$ cat src/rtl/instruction_fetcher.sv
// instruction_fetcher: reads four bytes from a byte-wide combinational ROM,
// assembles them little-endian into a 32-bit instruction and hands the result
// (or a fetch error) to the decode stage through a valid/ready handshake.
module instruction_fetcher (
  input  logic        clk,
  input  logic        reset,
  input  logic        fetch_req,
  input  logic [31:0] fetch_pc,
  output logic [31:0] rom_address,
  input  logic [7:0]  rom_read_data,
  input  logic        rom_illegal_address,
  output logic [31:0] instruction,
  output logic        instr_valid,
  input  logic        instr_ready,
  output logic        fetch_error,
  output logic        fetch_misaligned,
  output logic        busy
);

  typedef enum logic [1:0] {
    IDLE = 2'd0,
    READ = 2'd1,
    RESP = 2'd2
  } state_t;

  state_t      state_q;
  logic [31:0] base_pc_q;
  logic [1:0]  byte_cnt_q;
  logic [31:0] instr_buf_q;
  logic        err_q;
  logic        mis_q;

  logic        accept_req;
  logic        pc_misaligned;
  logic [4:0]  byte_lsb;

  // A new request is taken when idle, or in the same cycle a response is
  // consumed so that back-to-back fetches lose no cycle.
  assign accept_req    = fetch_req &&
                         ((state_q == IDLE) || ((state_q == RESP) && instr_ready));
  assign pc_misaligned = (fetch_pc[1:0] != 2'b00);
  assign byte_lsb      = {byte_cnt_q, 3'b000};

  // The ROM address walks through the word only while reading; otherwise it
  // parks on the latched PC so the ROM sees a stable address.
  assign rom_address = (state_q == READ) ? (base_pc_q + {30'b0, byte_cnt_q})
                                         : base_pc_q;

  assign instr_valid      = (state_q == RESP);
  assign instruction      = (instr_valid && !err_q) ? instr_buf_q : 32'h0;
  assign fetch_error      = instr_valid && err_q;
  assign fetch_misaligned = instr_valid && mis_q;
  assign busy             = (state_q == READ);

  // Fetch FSM: latch the request, collect bytes until done or faulted, then
  // hold the response until the consumer takes it.
  always_ff @(posedge clk or posedge reset) begin
    if (reset) begin
      state_q     <= IDLE;
      base_pc_q   <= 32'h0;
      byte_cnt_q  <= 2'd0;
      instr_buf_q <= 32'h0;
      err_q       <= 1'b0;
      mis_q       <= 1'b0;
    end else if (accept_req) begin
      base_pc_q   <= fetch_pc;
      byte_cnt_q  <= 2'd0;
      instr_buf_q <= 32'h0;
      err_q       <= pc_misaligned;
      mis_q       <= pc_misaligned;
      state_q     <= pc_misaligned ? RESP : READ;
    end else begin
      case (state_q)
        READ: begin
          if (rom_illegal_address) begin
            err_q   <= 1'b1;
            mis_q   <= 1'b0;
            state_q <= RESP;
          end else begin
            instr_buf_q[byte_lsb +: 8] <= rom_read_data;
            byte_cnt_q                 <= byte_cnt_q + 2'd1;
            if (byte_cnt_q == 2'd3) begin
              state_q <= RESP;
            end
          end
        end
        RESP: begin
          if (instr_ready) begin
            state_q <= IDLE;
          end
        end
        default: begin
          state_q <= IDLE;
        end
      endcase
    end
  end

endmodule
$ cat config.mk
export PLATFORM = sky130hd
export DESIGN_NAME = instruction_fetcher
export DESIGN_NICKNAME = d
export VERILOG_FILES = /design/src/rtl/instruction_fetcher.sv
export SDC_FILE = /design/constraint.sdc
export NUM_CORES = 1
export LEC_CHECK = 0
export CORE_MARGIN = 2
export CORE_UTILIZATION = 40
export CTS_BUF_LIST = sky130_fd_sc_hd__clkbuf_4
export DETAILED_ROUTE_END_ITERATION = 10
export GPL_TIMING_DRIVEN = 0
export PLACE_DENSITY = 0.78
export SYNTH_ARGS = -nofsm -noshare
export SYNTH_HDL_FRONTEND = slang
export SYNTH_SLANG_ARGS = --single-unit
$ cat constraint.sdc
create_clock -name clk -period 6.4 [get_ports clk]
set_input_delay 1.28 -clock clk [delete_from_list [all_inputs] [get_ports clk]]
set_output_delay 1.28 -clock clk [all_outputs]
set_load 0.02 [all_outputs]
; Word-level counts from Yosys, hierarchy flattened
; Cells that the tools add are included.
[classes]
n_shift = 2
add_sub_neg = 3
n_reduce_logical = 14
eq_ne = 6
muxes = 21
[ops]
columns = op, count
row1 = $mux W32, 5
row2 = $add A32 B2 Y32, 1
row3 = $bwmux W32, 1
row4 = $shift A8 B7 Y32 const A, 1
row5 = $shiftx A8 B7 Y32, 1
row6 = $mux W2, 8
row7 = $neg A5 Y7, 1
row8 = $mux W1, 6
row9 = $reduce_and A2 Y1, 3
row10 = $reduce_bool A2 Y1, 3
row11 = $logic_and A1 B1 Y1, 5
row12 = $eq A2 B2 Y1 const B, 2
row13 = $ne A4 B2 Y1 const B, 1
row14 = $pmux W2 S2, 1
row15 = $ne A3 B1 Y1 const B, 1
row16 = $add A2 B1 Y2 const B, 1
row17 = $eq A2 B1 Y1 const B, 1
row18 = $logic_not A2 Y1, 1
row19 = $ne A2 B1 Y1 const B, 1
row20 = $logic_not A1 Y1, 1
row21 = $logic_or A1 B1 Y1, 1
[word_totals]
reg_bits = 70
inputBits = 45
output_inout_bits = 68
wordCells = 52

; Longest topological paths before layout
[depth]
word_depth = 6
mapped_depth = 7

; Least setup slack after synthesis
; Ideal clock, no wire load.
[synth_path]
path_type = register to output
start = register byte_cnt_q[0]
end = output rom_address[26]
slack_ns = 2.929
arrival_time_ns = 2.191
stages_incl_launch_ff = 8
path_buffers = 1
cell_sequence = dfrtp_1 ha_1 inv_1 fa_1 nor4b_4 buf_4 nand4_1 xnor2_1
[synth_between]
elab_chain_cells = 2
[synth_rtl]
columns = item, line
row1 = "start, declared", 28  ; logic [1:0] byte_cnt_q;
row2 = "start signal, assigned", 81  ; byte_cnt_q <= byte_cnt_q + 2'd1;
row3 = $add A32 B2 Y32, 46  ; assign rom_address = (state_q == READ) ? (base_pc_q + {30'b0, byte_cnt_q})
row4 = $mux W32, 46
row5 = "end, declared", 9  ; output logic [31:0] rom_address,
; Every way passes these cells.

; Final worst setup path
[layout_path]
start = register byte_cnt_q[0]
end = output rom_address[30]
; Same word-level chain as after synthesis.

==> results by group <==
Placement
  • Port-buffer cells: approximately 110
  • Placed instance area: 0.00503 mm²
  • Final HPWL DP: approximately 7500 µm
  • Post-Place Setup Slack: 2.25 ns
  • Placed insts: 613
  • GPL Wtd Cong: around 0.86

Die
  • Die Wd: 101 µm
  • Die Y: 101 µm
  • # IOs: roughly 110
  • Row count: 35
  • Core ar.: 0.00920 mm²
  • Initial core utilization: roughly two fifths
  • Die area: 0.0102 mm²

Final layout
  • Multi-input gate area: 0.00189 mm²
  • Storage cell area: 0.00175 mm²
  • Ant diodes: 0
  • Commonest non-fill, non-tap cell in the layout: clkdlybuf4s50_1
  • Nets: between 500 and 600
  • P&R area growth vs syn: 38.5%
  • Finished Cell Area: 0.00522 mm²
  • Most frequent cells in the layout: clkdlybuf4s50_1, nand2_1, dfrtp_1
  • Filler instances: just over 800
  • Post-route insts no fill: 629
  • Layout cells sized above 1: 7.53%

Power and ir drop
  • P_leak: approximately 2.4 nW
  • P per Cell Area: about 250 mW/mm²
  • Pwr Total: about 1.3 mW
  • Peak VDD IR: roughly 0.12 mV

Worst hold path
  • Hold Startpoint: instr_buf_q[29]
  • Hold Path Class: reg2reg

Global routing
  • Pin count of the biggest net entering global routing: between 70 and 80
  • Vias in the first global route: 3173
  • Total grt overflow: 0
  • First-pass GRT wire length: 15200 µm
  • Total Routing Usage GR: 19.1%
  • Initial antenna violation count: 0

STA
  • Post-route setup TNS: 0 ns
  • Least-Margin Pin Slew: 0.866 ns
  • Setup violators final: 0
  • Clk_skew: 0.0154 ns
  • Max_slew headroom: 42.3%
  • Crit path time final: 4.61 ns
  • Final Hold Violating Endpoints: 0
  • Slew Limit Fails: 0
  • Final period utilization: 72.1%
  • Worst Setup Slack, final: 1.79 ns
  • Max Clock Freq: 0.217 GHz
  • RSZ-0062 raised after global routing: no

Clock network
  • Clk slew on worst S/H paths: 0.13 ns
  • # hold bufs at CTS: 0
  • Clock Sinks: 70
  • Setup Fix Bufs, Post-CTS: 0
  • Clk_lat worst skew: 0.42 ns
  • Clock buffer depth: 2
  • H-tree levels: 3
  • Clock root buffer: clkbuf_4
  • CTS resizes: 0
  • Number of buffers created by CTS: 9
  • CTS tree: built

Setup path
  • R2r startpoint: byte_cnt_q[0]
  • Worst setup startpoint: byte_cnt_q[0]
  • CP max FO: 10
  • CP Class: reg2out
  • Setup crit start kind: register
  • Critical path data required time: 5.12 ns
  • CP arrival: 3.33 ns
  • Crit end category: output pin

Synth
  • Mapped cell area: between 0.003 and 0.004 mm²
  • Post-Syn Area per Cell: 9.66 µm²
  • Area leader, netlist: dfrtp_1
  • Yosys reg bits: 70
  • Largest family of logic cells by synthesized area: simple AND/OR/NAND/NOR gates
  • Synth cell types: 40
  • Mapped Cells: 390
  • Seq/Total Area, Yosys: 46.5%
  • Post-Synth Adder-Cell Area: under 10%
  • Xor and xnor area share after synthesis: 7.21%
  • Area share of the largest cell type after synthesis: 46.5%
  • Mapped Nets: about 440
  • Compound-gate portion of the synthesized area: 9.63%
  • Synth area leaders: dfrtp_1, nand2_1, a22o_1
  • Post-Synth Simple-Gate Area: 30.0%
  • Mux cell area share after synthesis: 0%
  • Syn. warnings: 0

Status
  • Status: complete, no violations

Drt
  • Post-route ant nets: 0
  • Total wire length: between 9000 and 10000 µm
  • Initial detailed-routing violation count: 138
  • Detailed Routing Iterations Pass 1: 4
  • Vias: between 3000 and 4000
  • Vias per cell: 5.13
  • Residual DRC: 0
  • Post-DR wirelength/cell: 15.6 µm

Job
  • Max-Cap Viols: 0
[area by class of cell]
type	instances	area share [%]
Buffer	19	1.99
Clock buffer	9	1.29
Clock inverter	7	2.30
Inverter	7	0.552
Multi-Input combinational cell	294	36.1
Sequential cell	70	33.6
Tap cell	111	2.66
Timing Repair Buffer	112	21.5
[critical path, stage by stage, from the launching register on]
cell	delay, ns
dfrtp_1	0.57
ha_1	0.25
inv_1	0.06
fa_1	0.47
nor4b_4	0.39
buf_4	0.24
nand3_1	0.10
xnor2_1	0.19
clkdlybuf4s50_1	0.63
[final timing paths]
kind	to	cells past startpoint	slack [ns]
worst max-delay path	rom_address[30]	8	1.79
worst min-delay path	instr_buf_q[29]	1	0.51
worst max register to register	instr_buf_q[18]	6	4.29
worst min register to register	instr_buf_q[29]	1	0.51
max in group asynchronous	instr_buf_q[16]	2	4.45
min in group asynchronous	base_pc_q[11]	2	1.36
[where the power goes]
part	leakage [nW]	internal (mW)	total [mW]	switching (mW)
sequential	0.914	0.496	0.560	0.0644
combinational	1.39	0.183	0.385	0.202
clock	0.0981	0.199	0.365	0.166
total	2.40	0.878	1.31	0.433
[cells in the mapped netlist, drive strengths merged]
master  number
nand2      108
nor4         1
nand4       14
and4         7
and3b        1
nand3b       2
a21oi        8
nor4bb       2
nor3b        3
a21o         1
clkbuf       6
o21a         1
inv          7
nand2b       4
fa           1
o21ai        3
buf         13
xnor2       24
ha           8
o22ai        1
nand3       11
nor2         8
a22o        31
dfrtp       70
and4b        1
nor4b        3
and4bb       1
and3         5
xor2         7
and2        38
[layer usage]
metal	wire, µm	track usage [%]
met5	0	0
met4	314	9.56
met3	401	3.19
met2	4710	30.2
met1	4360	25.3
[per-stage QoR]
| stage | utilization, % | hold WS (ns) |
|---|---|---|
| floorplan | - | 0.458 |
| global placement | 54.7 | 0.479 |
| detailed placement | 54.7 | 0.484 |
| CTS | 56.7 | 0.515 |
| global route | 56.7 | 0.522 |
| finish | 56.7 | 0.511 |
[registers in the layout, indices dropped and copies added, names as in the netlist]
register	count
state_q	2
byte_cnt_q	2
base_pc_q	32
err_q	1
mis_q	1
instr_buf_q	32
[logic make-up (layout without fill, tap and decap cells)]
kind of cell | Yosys count | count (layout)
AO/OA/AOI/OAI | 45 | 45
AND/OR/NAND/NOR | 209 | 209
buffers and inverters | 26 | 154
XOR/XNOR | 31 | 31
flip-flops | 70 | 70
adder cells (fa/ha/maj) | 9 | 9
Note: power is estimated with default switching activity, not from simulation.
